## src/rtl/reg_dump.sv

```systemverilog
// Debug read-out sequencer: stalls the core, walks a register range through one
// register-file read port and streams (address, data) words over valid/ready.
module reg_dump #(
  parameter int DATA_WIDTH = 32,
  parameter int ADDR_WIDTH = 5
) (
  input  logic                  clk,
  input  logic                  reset,
  input  logic                  start,
  input  logic [ADDR_WIDTH-1:0] first_reg,
  input  logic [ADDR_WIDTH-1:0] last_reg,
  output logic [ADDR_WIDTH-1:0] Ra,
  input  logic [DATA_WIDTH-1:0] busA,
  output logic                  stall,
  output logic                  out_valid,
  input  logic                  out_ready,
  output logic [ADDR_WIDTH-1:0] out_addr,
  output logic [DATA_WIDTH-1:0] out_data,
  output logic                  busy,
  output logic                  done
);

  typedef enum logic [1:0] {
    IDLE = 2'd0,
    READ = 2'd1,
    HOLD = 2'd2,
    DONE = 2'd3
  } state_t;

  state_t                  state_reg, state_next;
  logic [ADDR_WIDTH-1:0]   cur_reg, cur_next;
  logic [ADDR_WIDTH-1:0]   range_end_reg, range_end_next;
  logic [ADDR_WIDTH-1:0]   out_addr_reg, out_addr_next;
  logic [DATA_WIDTH-1:0]   out_data_reg, out_data_next;
  logic                    out_valid_reg, out_valid_next;
  logic                    handshake;
  logic                    active;

  assign handshake = out_valid_reg & out_ready;

  always_ff @(posedge clk) begin
    if (reset) begin
      state_reg     <= IDLE;
      cur_reg       <= '0;
      range_end_reg <= '0;
      out_addr_reg  <= '0;
      out_data_reg  <= '0;
      out_valid_reg <= 1'b0;
    end else begin
      state_reg     <= state_next;
      cur_reg       <= cur_next;
      range_end_reg <= range_end_next;
      out_addr_reg  <= out_addr_next;
      out_data_reg  <= out_data_next;
      out_valid_reg <= out_valid_next;
    end
  end

  always_comb begin
    state_next     = state_reg;
    cur_next       = cur_reg;
    range_end_next = range_end_reg;
    out_addr_next  = out_addr_reg;
    out_data_next  = out_data_reg;
    out_valid_next = out_valid_reg;
    case (state_reg)
      IDLE: begin
        if (start) begin
          cur_next       = first_reg;
          range_end_next = last_reg;
          state_next     = READ;
        end
      end
      READ: begin
        out_addr_next  = cur_reg;
        out_data_next  = busA;
        out_valid_next = 1'b1;
        state_next     = HOLD;
      end
      HOLD: begin
        // Word stays frozen until the consumer takes it; the range end is an
        // equality test so wrapped ranges (first > last) fall out naturally.
        if (handshake) begin
          out_valid_next = 1'b0;
          if (cur_reg == range_end_reg) begin
            state_next = DONE;
          end else begin
            cur_next   = cur_reg + 1'b1;
            state_next = READ;
          end
        end
      end
      DONE: begin
        state_next = IDLE;
      end
      default: begin
        state_next = IDLE;
      end
    endcase
  end

  assign active    = (state_reg == READ) || (state_reg == HOLD);
  assign Ra        = active ? cur_reg : '0;
  assign stall     = active;
  assign busy      = active;
  assign done      = (state_reg == DONE);
  assign out_valid = out_valid_reg;
  assign out_addr  = out_addr_reg;
  assign out_data  = out_data_reg;

endmodule

```

## config.mk

```make
export PLATFORM = sky130hd
export DESIGN_NAME = reg_dump
export DESIGN_NICKNAME = d
export VERILOG_FILES = /design/src/rtl/reg_dump.sv
export SDC_FILE = /design/constraint.sdc
export NUM_CORES = 1
export LEC_CHECK = 0
export BUFFER_PORTS_ARGS = -buffer_cell sky130_fd_sc_hd__buf_4
export CORE_MARGIN = 2
export CORE_UTILIZATION = 39
export CTS_BUF_LIST = sky130_fd_sc_hd__clkbuf_2
export DETAILED_ROUTE_END_ITERATION = 16
export GPL_TIMING_DRIVEN = 1
export PLACE_DENSITY = 0.68
export SLEW_MARGIN = 10
export SYNTH_ARGS = -nofsm -noshare
export SYNTH_HDL_FRONTEND = slang
export SYNTH_SLANG_ARGS = --single-unit
```

## constraint.sdc

```tcl
create_clock -name clk -period 2.1 [get_ports clk]
set_input_delay 0.21 -clock clk [delete_from_list [all_inputs] [get_ports clk]]
set_output_delay 0.21 -clock clk [all_outputs]
set_load 0.01 [all_outputs]
```

==> run_results.csv <==
group,metric,value,unit
status,status,"finished, final reports clean",
critical_path,critPathArrivalTime,1.69,ns
clock_tree,cts_tree,"done",
yosys,yosysSeqAreaShare,0.468,
place,place_area,2880,um^2
place,io_buffers,91,
place,placedCellCount,368,
critical_path,reg2reg_to,"cur_reg[3]$_SDFFE_PP0P_",
layout,fillers,436,
floorplan,die_x,78.1,um
critical_path,r2r_slack,0.25,ns
clock_tree,clock_sinks,50,
critical_path,startpoint,"state_reg[0]$_SDFFE_PP0P_",
place,dp_hpwl,3.64,mm
power,leakage,1.51,nW
layout,largest_reg_flops,32,
floorplan,core,5200,um^2
critical_path,crit_fanout,7,
sta,rsz0062_at_grt,"false",
min_path,hold_depth,3,
layout,final_nets,391,
critical_path,path_cells,"inv_1 -> ha_1 -> and2_1 -> buf_4",
sta,timing.final.crit_share,0.905,
clock_tree,cts_setup_buffers,0,
critical_path,cp.required,1.89,ns
floorplan,ioPinCount,92,
floorplan,dieArea,6090,um^2
clock_tree,clk_pin_slew,0.25,ns
layout,design_area,3310,um^2
sta,maxSlewHeadroom,0.764,
critical_path,endpoint_kind,"output port",
sta,setup_viol,0,
yosys,yosysWarningCount,0,
power,max-vdd-ir-drop,0.559,mV
route,ant_nets,0,
clock_tree,insertion_delay,0.42,ns
sta,holdWs,0.0301,ns
layout,final_common_cell,"buf_4",
floorplan,fp.dieH,78.1,um
yosys,yosysUniqueCellTypes,34,
place,dp_worst_setup_slack,0.295,ns
yosys,syn_inst,215,
grt,grt_overflow,0,
clock_tree,htree_levels,2,
sta,slew_violations,0,
yosys,synth_nets,267,
layout,insertedDiodeCount,0,
route,vias,1960,
yosys,synth_area_leaders,"dfxtp_1, mux2i_1, nor2_1",
grt,antenna_found_initial,0,
floorplan,num_rows,26,
grt,grt_pass1_vias,1839,
sta,worstMarginPinSlew,0.354,ns
yosys,syn_area,2140,um^2
critical_path,crit_family,"flip-flops",
critical_path,crit_buf_inv,2,
grt,grt_use_total,0.181,
floorplan,start_util,0.411,
layout,layout_common_cells,"buf_4, dfxtp_1, mux2i_1, nor2_1, dlygate4sd3_1",
yosys,synth.top_cell.area_share,0.468,
layout,fin_cells,410,
route,first_pass_iters,4,
min_path,hold_start,"busA[26]",
sta,period_minus_slack,1.90,ns
grt,grt_max_degree,28,
min_path,hp-class,"input pin to flip-flop",
clock_tree,cts_resized,0,
grt,grt_pass1_wl,8.88,mm
yosys,ys_ff_latch,50,
yosys,avgSynthCellArea,9.95,um^2
clock_tree,cts-root-buf,"clkbuf_2",
job,cap_violations,0,
layout,fin_util,0.636,
place,gp_congestion,0.826,
route,drc,0,
critical_path,path_class,"flip-flop to output port",
route,post_drt_wl_per_cell,13.3,um
yosys,yosys.area.top_type,"dfxtp_1",
sta,totalNegativeSetupSlack,0,ns
route,vias_per_cell,4.78,
route,wl,5.45,mm
critical_path,rr_worst_depth,6,
layout,final_layout_size_suffix_gt1_frac,0.344,
critical_path,rr_startpoint,"state_reg[1]$_SDFFE_PP0P_",
clock_tree,clockBufferDepth,2,
critical_path,crit_slowest_cell,"dfxtp_1",
power,total_power,4.03,mW
clock_tree,numCtsBuffers,5,
critical_path,critPathLaunchType,"flip-flop",
sta,clock_skew,0.0189,ns
sta,fmax,526,MHz
sta,hold_viol_final,0,
sta,setup_ws,0.199,ns
critical_path,slowest_delay,0.44,ns
layout,synthToLayoutAreaGrowth,54.8,%
power,cellPowerDensity,1220,nW/um^2
route,drtIter0Drc,131,
min_path,whs_endpoint,"out_data[26]$_SDFFE_PP0P_",
[worst min-delay path, cell delays in order]
cell and delay (ns):
buf_4 0.08, mux2i_1 0.05, nor2_1 0.09
[area by class of cell]
| class | count | area [um^2] | area share |
|---|---|---|---|
| repair buffers | 129 | 1050 | 0.318 |
| clock buffers | 5 | 25.0 | 0.00756 |
| well taps | 70 | 87.6 | 0.0264 |
| multi-input cells | 148 | 1060 | 0.319 |
| clock inverters | 3 | 68.8 | 0.0208 |
| inverters | 5 | 18.8 | 0.00567 |
| flip-flops and latches | 50 | 1000 | 0.302 |
[how the worst max path moves through the flow]
stage | to | slack, ns | cells past startpoint
2_1_floorplan | cur_reg[2]$_SDFFE_PP0P_ | 0.42 | 7
3_3_place_gp | cur_reg[3]$_SDFFE_PP0P_ | 0.34 | 7
3_5_place_dp | cur_reg[3]$_SDFFE_PP0P_ | 0.29 | 7
4_1_cts | Ra[1] | 0.17 | 4
5_1_grt | Ra[4] | 0.04 | 4
6_report | Ra[3] | 0.20 | 4
[power breakdown]
part,internal [mW],switching [mW]
clock,0.323,0.307
sequential,1.21,0.211
combinational,1.01,0.975
total,2.54,1.49
[Yosys cell counts]
| cell | count |
|---|---|
| dfxtp_1 | 50 |
| mux2i_1 | 39 |
| nor2_1 | 39 |
| a21oi_1 | 10 |
| nand2_1 | 9 |
| nand3_1 | 8 |
| ha_1 | 6 |
| and2_1 | 5 |
| nor3_1 | 5 |
| xor2_1 | 5 |
| buf_2 | 4 |
| clkbuf_1 | 4 |
| inv_1 | 4 |
| nor3_2 | 4 |
| a21oi_2 | 2 |
| buf_4 | 2 |
| o32ai_2 | 2 |
| a211oi_1 | 1 |
| a211oi_2 | 1 |
| a21bo_4 | 1 |
| a21boi_1 | 1 |
| a22oi_1 | 1 |
| a31o_1 | 1 |
| and2_4 | 1 |
| buf_1 | 1 |
| buf_6 | 1 |
| inv_2 | 1 |
| nor2b_4 | 1 |
| nor3b_1 | 1 |
| o21ai_0 | 1 |
| o221a_1 | 1 |
| o311ai_1 | 1 |
| o31ai_1 | 1 |
| or2_1 | 1 |
[cells by family after synthesis]
logic type,Yosys count,synth area share
flip-flops,50,0.468
AND/OR/NAND/NOR,74,0.165
buffers and inverters,17,0.0392
multiplexers,39,0.182
AO/OA/AOI/OAI,24,0.0901
adder cells (fa/ha/maj),6,0.0351
XOR/XNOR,5,0.0205
[metal layers]
layer	routed length (um)	up-vias	GRT usage	part of all wire
met1	2360	916	0.227	0.43
met4	78	0	0.0544	0.014
met5	0	-	0	0
li1	-	982	-	-
met3	217	6	0.0425	0.040
met2	2790	56	0.309	0.51
[timing repair]
item,in CTS,in global routing
endpoints found under the setup margin,0,0
hold buffers,28,6
hold endpoints to repair,28,6
Power figures use the tool's default switching activity.
